[src/rtl/press_conditioner.sv]
// Two-button press conditioner: synchronize, debounce and edge-detect
// each raw active-low key into a single-cycle press pulse.

module press_chan #(
    parameter int unsigned DEBOUNCE = 8
) (
    input  logic clk_i,
    input  logic reset_i,
    input  logic key_n_i,
    input  logic freeze_i,
    output logic pulse_o
);

    localparam int unsigned CW = $clog2(DEBOUNCE + 1);
    localparam logic [CW-1:0] LAST = CW'(DEBOUNCE - 1);

    logic          s1_q;
    logic          s2_q;
    logic          stable_q;
    logic          stable_d;
    logic [CW-1:0] cnt_q;
    logic [CW-1:0] cnt_d;
    logic          pulse_q;
    logic          pulse_d;

    // Counter restarts whenever s2 agrees with stable; a change is
    // only accepted after DEBOUNCE consecutive disagreeing samples.
    always_comb begin
        stable_d = stable_q;
        cnt_d    = '0;
        pulse_d  = 1'b0;
        if (s2_q != stable_q) begin
            if (cnt_q == LAST) begin
                stable_d = s2_q;
                pulse_d  = s2_q & ~freeze_i;
            end else begin
                cnt_d = cnt_q + 1'b1;
            end
        end
    end

    // Stable resets to pressed so a key held through reset stays silent.
    always_ff @(posedge clk_i) begin
        if (reset_i) begin
            s1_q     <= 1'b0;
            s2_q     <= 1'b0;
            stable_q <= 1'b1;
            cnt_q    <= '0;
            pulse_q  <= 1'b0;
        end else begin
            s1_q     <= ~key_n_i;
            s2_q     <= s1_q;
            stable_q <= stable_d;
            cnt_q    <= cnt_d;
            pulse_q  <= pulse_d;
        end
    end

    assign pulse_o = pulse_q;

endmodule

module press_conditioner #(
    parameter int unsigned DEBOUNCE = 8
) (
    input  logic clk,
    input  logic reset,
    input  logic key_l_n,
    input  logic key_r_n,
    input  logic freeze,
    output logic L,
    output logic R
);

    press_chan #(.DEBOUNCE(DEBOUNCE)) u_left (
        .clk_i    (clk),
        .reset_i  (reset),
        .key_n_i  (key_l_n),
        .freeze_i (freeze),
        .pulse_o  (L)
    );

    press_chan #(.DEBOUNCE(DEBOUNCE)) u_right (
        .clk_i    (clk),
        .reset_i  (reset),
        .key_n_i  (key_r_n),
        .freeze_i (freeze),
        .pulse_o  (R)
    );

endmodule

[config.mk]
export PLATFORM = sky130hd
export DESIGN_NAME = press_conditioner
export DESIGN_NICKNAME = d
export VERILOG_FILES = /design/src/rtl/press_conditioner.sv
export SDC_FILE = /design/constraint.sdc
export NUM_CORES = 1
export LEC_CHECK = 0
export BUFFER_PORTS_ARGS = -buffer_cell sky130_fd_sc_hd__buf_2
export CAP_MARGIN = 0
export CORE_MARGIN = 3
export CORE_UTILIZATION = 36
export CTS_BUF_LIST = sky130_fd_sc_hd__clkbuf_2 sky130_fd_sc_hd__clkbuf_4 sky130_fd_sc_hd__clkbuf_8
export DETAILED_ROUTE_END_ITERATION = 10
export GPL_ROUTABILITY_DRIVEN = 0
export GPL_TIMING_DRIVEN = 1
export PLACE_DENSITY = 0.53
export SETUP_SLACK_MARGIN = 0.5
export SYNTH_ARGS = -nofsm -noshare
export SYNTH_HDL_FRONTEND = slang
export SYNTH_SLANG_ARGS = --single-unit
[constraint.sdc]
create_clock -name clk -period 1.2 [get_ports clk]
set_input_delay 0 -clock clk [delete_from_list [all_inputs] [get_ports clk]]
set_output_delay 0 -clock clk [all_outputs]
set_load 0.02 [all_outputs]
==> run summary, run 1 <==
CP required = 1.37 ns
share of cells above drive strength 1 = 0.290
Ant. Diodes = 0
Final setup viols = 0
Final Hold Viols = 1
syn_area_per_cell = 10.3 um2
RR Endpoint = u_left.pulse_o
RSZ-0062 raised after global routing = yes
Yosys top cell area share = 0.564
Tot Pwr = 0.919 mW
hold buffers post-CTS = 2
Critical Path Source Type = flip-flop
Static Leak = 0.309 nW
number of port buffers = 6
WS Path Type = reg -> reg
Flop pwr share = 0.627
DRC viols = 0
clock sink count = 16
Synth Register Bits = 16
switching power total = 0.199 mW
Tcrit/Tclk final = 0.861
worst-margin pin slew = 0.276 ns
synth unique cells = 14
Cell Rows = 13
setup TNS = 0 ns
fillers = 126
Clock Root Buffer = clkbuf_4
cell count after synthesis = 55
hold path startpoint = freeze
Layout Nets = 78
H-tree depth = 1
vias = 389
die width = 45.7 um
Int Pwr = 0.719 mW
fin. max-slew vios = 0
Area contributors post-synth = dfxtp_1 (56%), xor2_1 (9.3%), nor2_1 (7.3%), nand3b_1 (5.3%), ha_1 (4.4%)
CP max FO = 4
Die Area = 2090 um2
Core Region = 1380 um2
max capacitance violation total = 0
first-pass GRT wire length = 1470 um
sequential-to-total area share from yosys stat = 0.564
initial DRC count = 1
vias in the first global route = 377
Reg2Reg Depth = 3
Initial Util = 0.411
Avg WL per Cell = 10.3 um
largest net degree at the start of global routing = 13
Setup Skew = 0.00508 ns
end of the worst hold path = u_right.pulse_o
Switching Share = 0.217
WL final = 862 um
Hold Crit Depth = 2
failing checks = negative hold slack
syn_nets = 62
total CTS buffers = 3
worst reg2reg path startpoint = u_left.cnt_q[0]
combinational share of power = 0.086
fin crit period = 1.03 ns
Reg2Reg Setup Slack = 0.17 ns
Worst Hold Class = in -> reg
Final HPWL DP = 602 um
CP Capture Type = flip-flop
DR pass1 iterations = 4
clock share of power = 0.287
largest area contributor in the netlist = dfxtp_1
Global Route Usage Sum = 0.0967
Fmax achieved = 0.968 GHz
YS warnings = 0
io pins = 7
initial antenna violation count = 0
Slew HR = 0.813
status = complete, but fails checks
worst skew pair latency = 0.27 ns
Max IR drop VDD = 0.739 mV
area grow syn2layout = 28.9%
Fin Hold WS = -0.0907 ns
Mapped Area = 568 um2
Die H = 45.7 um
CTS tree = done
pwr dens = 1260 nW/um2
CTS max path bufs = 2
drt via density = 4.63
Arr. time, crit path = 1.21 ns
Remaining Overflow, GRT = 0
Routed Antenna Nets = 0
Reg clk slew, reported paths = 0.09 ns
==> cell usage in the layout, fill, tap and decap left out <==
master,Yosys,layout
a211o_1,2,2
and3b_1,2,2
buf_2,1,4
buf_4,0,3
buf_6,0,3
clkbuf_4,0,3
dfxtp_1,16,11
dfxtp_2,0,5
dlygate4sd3_1,0,2
ha_4,0,2
inv_1,4,4
nand2b_1,1,1
nand3_1,2,2
nand3b_1,4,4
nor2_1,11,11
nor2b_1,2,2
nor4_1,1,1
nor4b_1,1,1
xor2_1,6,6
==> layer usage <==
layer	global-route usage	vias up	wire [um]
li1	-	208	-
met1	0.132	174	497
met2	0.139	5	334
met3	0.0237	2	25
met4	0.0511	0	4
met5	0	-	0
==> per-stage QoR <==
| stage | area, um2 | setup WS, ns | hold WS [ns] | util | std cells |
|---|---|---|---|---|---|
| CTS | 728 | 0.171 | -0.105 | 0.527 | 84 |
| global placement | 642 | 0.154 | 0.155 | 0.464 | 75 |
| detailed placement | 642 | 0.147 | 0.154 | 0.464 | 75 |
| finish | 732 | 0.167 | -0.0907 | 0.529 | 84 |
| floorplan | 598 | 0.197 | 0.0667 | - | 55 |
| global route | 732 | 0.115 | -0.0992 | 0.529 | 84 |
==> cells in the mapped netlist <==
cell / number
nand3b_1: 4
nor4_1: 1
dfxtp_1: 16
nand2b_1: 1
ha_1: 2
and3b_1: 2
buf_2: 1
xor2_1: 6
a211o_1: 2
nor2_1: 11
nor4b_1: 1
inv_1: 4
nand3_1: 2
nor2b_1: 2
==> how the worst max path moves through the flow <==
| stage | from | end | slack [ns] | depth (start not counted) |
|---|---|---|---|---|
| 6_report | u_left.cnt_q[0] | u_left.pulse_o | 0.17 | 3 |
| 5_1_grt | u_right.cnt_q[0] | u_right.stable_q | 0.11 | 4 |
| 4_1_cts | u_right.cnt_q[0] | u_right.stable_q | 0.17 | 4 |
| 3_5_place_dp | u_left.cnt_q[0] | u_left.stable_q | 0.15 | 4 |
| 3_3_place_gp | u_left.cnt_q[0] | u_left.stable_q | 0.15 | 4 |
| 2_1_floorplan | u_right.cnt_q[0] | u_right.stable_q | 0.20 | 4 |
==> kinds of logic after synthesis <==
group                      Yosys count  synth area share
DFF                                 16             0.564
AOI/OAI and AO/OA                    2            0.0308
buffers and inverters                5            0.0352
adders and majority gates            2            0.0440
xor gates and xnor gates             6            0.0925
and+or+nand+nor                     24             0.234
==> power by group through the flow <==
| stage | Clock, mW | Combinational [mW] | Sequential (mW) |
|---|---|---|---|
| 2_1_floorplan | 0 | 0.0448 | 0.587 |
| 3_5_place_dp | 0 | 0.0589 | 0.591 |
| 3_3_place_gp | 0 | 0.0589 | 0.590 |
| 4_1_cts | 0.282 | 0.0778 | 0.577 |
| 5_1_grt | 0.296 | 0.0895 | 0.579 |
| 6_report | 0.264 | 0.0789 | 0.576 |
==> area by class of cell <==
cell class | count | area [um2] | share of cell area
inverter | 4 | 15.0 | 0.0205
multi-input combinational | 34 | 253 | 0.345
sequential | 16 | 327 | 0.446
timing repair buffer | 12 | 96.3 | 0.132
tap | 15 | 18.8 | 0.0256
clock buffer | 3 | 22.5 | 0.0308
==> state kept, by name (all words and copies together) (netlist names) <==
| register | count |
|---|---|
| u_left.cnt_q | 4 |
| u_left.pulse_o | 1 |
| u_left.s1_q | 1 |
| u_left.s2_q | 1 |
| u_left.stable_q | 1 |
| u_right.cnt_q | 4 |
| u_right.pulse_o | 1 |
| u_right.s1_q | 1 |
| u_right.s2_q | 1 |
| u_right.stable_q | 1 |
==> critical path, stage by stage, from the launching register on <==
cell	delay, ns
dfxtp_2	0.36
ha_4	0.14
nand3b_1	0.13
nor4b_1	0.30
==> repair_timing <==
| action | 4_1_cts | 5_1_grt |
|---|---|---|
| hold endpoints to repair | 3 | 1 |
| setup buffers | 4 | 0 |
| setup endpoints to repair | 14 | 14 |
| pin swaps | 10 | 2 |
| resized for setup | 5 | 1 |
Note: power is estimated with default switching activity, not from simulation.
==> run 2: changes to the inputs <==
--- a/config.mk
+++ b/config.mk
@@ -9,7 +9,7 @@
 export CAP_MARGIN = 0
 export CORE_MARGIN = 3
 export CORE_UTILIZATION = 36
-export CTS_BUF_LIST = sky130_fd_sc_hd__clkbuf_2 sky130_fd_sc_hd__clkbuf_4 sky130_fd_sc_hd__clkbuf_8
+export CTS_BUF_LIST = sky130_fd_sc_hd__clkbuf_2
 export DETAILED_ROUTE_END_ITERATION = 10
 export GPL_ROUTABILITY_DRIVEN = 0
 export GPL_TIMING_DRIVEN = 1
==> run summary, run 2 (synthesized netlist as in run 1, its figures left out) <==
Reg clk slew, reported paths = 0.14 ns
Die Area = 2090 um2
worst skew pair latency = 0.28 ns
Tot Pwr = 0.879 mW
number of port buffers = 6
Max IR drop VDD = 0.808 mV
WL final = 885 um
setup TNS = 0 ns
DR pass1 iterations = 1
Avg WL per Cell = 10.3 um
Final Util = 0.536
fillers = 125
H-tree depth = 1
largest net degree at the start of global routing = 10
most frequent cells in the layout = nor2_1 (11), dfxtp_1 (11), xor2_1 (6), dfxtp_2 (5)
Remaining Overflow, GRT = 0
CP top delay family = flip-flops
clock sink count = 16
Worst Hold Class = in -> reg
CP Capture Point = u_right.stable_q
Initial Util = 0.411
failing checks = negative hold slack
CP max FO = 4
Final HPWL DP = 602 um
worst-margin pin slew = 0.274 ns
Layout Nets = 80
Reg2Reg Setup Slack = 0.17 ns
vias = 393
max capacitance violation total = 0
Fmax achieved = 0.969 GHz
Final setup viols = 0
Tcrit/Tclk final = 0.860
WS Path Type = reg -> reg
Ant. Diodes = 0
DRC viols = 0
Global Route Usage Sum = 0.102
slowest cell delay on critical path = 0.36 ns
RSZ-0062 raised after global routing = yes
CTS max path bufs = 2
dpl cells = 75
launch point of the critical path = u_right.cnt_q[0]
status = complete, but fails checks
Arr. time, crit path = 1.21 ns
Setup Skew = 0.0114 ns
met3 wire len = 27 um
Static Leak = 0.316 nW
wl on met1 = 500 um
vias in the first global route = 382
Critical Path Source Type = flip-flop
area grow syn2layout = 30.4%
first-pass GRT wire length = 1520 um
worst-path cell chain = ha_4 -> nand3b_1 -> nor2_1 -> a211o_1
io pins = 7
total CTS buffers = 3
CP Capture Type = flip-flop
Die H = 45.7 um
fin. max-slew vios = 0
initial antenna violation count = 0
Cell Rows = 13
Bufs and invs on worst path = 0
CP required = 1.37 ns
RR Endpoint = u_right.stable_q
fin cells = 86
Largest regs = u_left.cnt_q x4, u_right.cnt_q x4
CTS tree = done
Routed Antenna Nets = 0
area of placed instances = 642 um2
die width = 45.7 um
initial DRC count = 0
pwr dens = 1190 nW/um2
drt via density = 4.57
post-route cell area = 741 um2
Final Hold Viols = 1
Clock Root Buffer = clkbuf_2
Reg2Reg Depth = 4
fin crit period = 1.03 ns
worst reg2reg path startpoint = u_right.cnt_q[0]
Slew HR = 0.815
critical path's slowest cell = dfxtp_2
Hold Crit Depth = 2
Fin Hold WS = -0.0965 ns
top routing layer used = met4
share of cells above drive strength 1 = 0.282
Core Region = 1380 um2
hold buffers post-CTS = 4
critical path depth = 4
met2 wire len = 341 um
==> run 2: layout make-up <==
cell class | count | area, um2 | area share
multi-input cells | 34 | 253 | 0.341
repair buffers | 14 | 113 | 0.152
clock buffers | 3 | 15.0 | 0.0203
well taps | 15 | 18.8 | 0.0253
flip-flops and latches | 16 | 327 | 0.441
inverters | 4 | 15.0 | 0.0203
==> run 2: where the power goes <==
| group | internal [mW] | switching (mW) |
|---|---|---|
| Combinational | 0.0490 | 0.0333 |
| Sequential | 0.558 | 0.0194 |
| Clock | 0.0682 | 0.151 |
| Total | 0.675 | 0.204 |
==> run 2: worst reg2reg max path, stage by stage, from the launching register on <==
cell      delay (ns)
dfxtp_2         0.36
ha_4            0.15
nand3b_1        0.14
nor2_1          0.06
a211o_1         0.22
==> run 2: worst min-delay path by stage <==
stage / startpoint / slack [ns] / to
2_1_floorplan: key_l_n / 0.07 / u_left.s1_q
3_3_place_gp: key_r_n / 0.15 / u_right.s1_q
3_5_place_dp: key_r_n / 0.15 / u_right.s1_q
4_1_cts: freeze / -0.13 / u_right.pulse_o
5_1_grt: freeze / -0.12 / u_right.pulse_o
6_report: freeze / -0.1 / u_right.pulse_o
==> run 2: timing repair <==
action                                 4_1_cts  5_1_grt
pin swaps                                    9        2
endpoints found under the hold margin        4        1
setup endpoints to repair                   14       14
buffers inserted                             4        0
gates resized for setup                      5        0
==> run 2: per-layer routing <==
layer / up-vias / track usage
met5: - / 0
met4: 0 / 0.0682
met3: 4 / 0.0237
met2: 7 / 0.142
met1: 169 / 0.136
li1: 213 / -
==> run 2: metrics by stage <==
step	setup slack (ns)	hold slack [ns]
after floorplan	0.197	0.0667
after global placement	0.154	0.155
after detailed placement	0.147	0.154
after CTS	0.165	-0.126
after global routing	0.118	-0.124
final	0.168	-0.0965
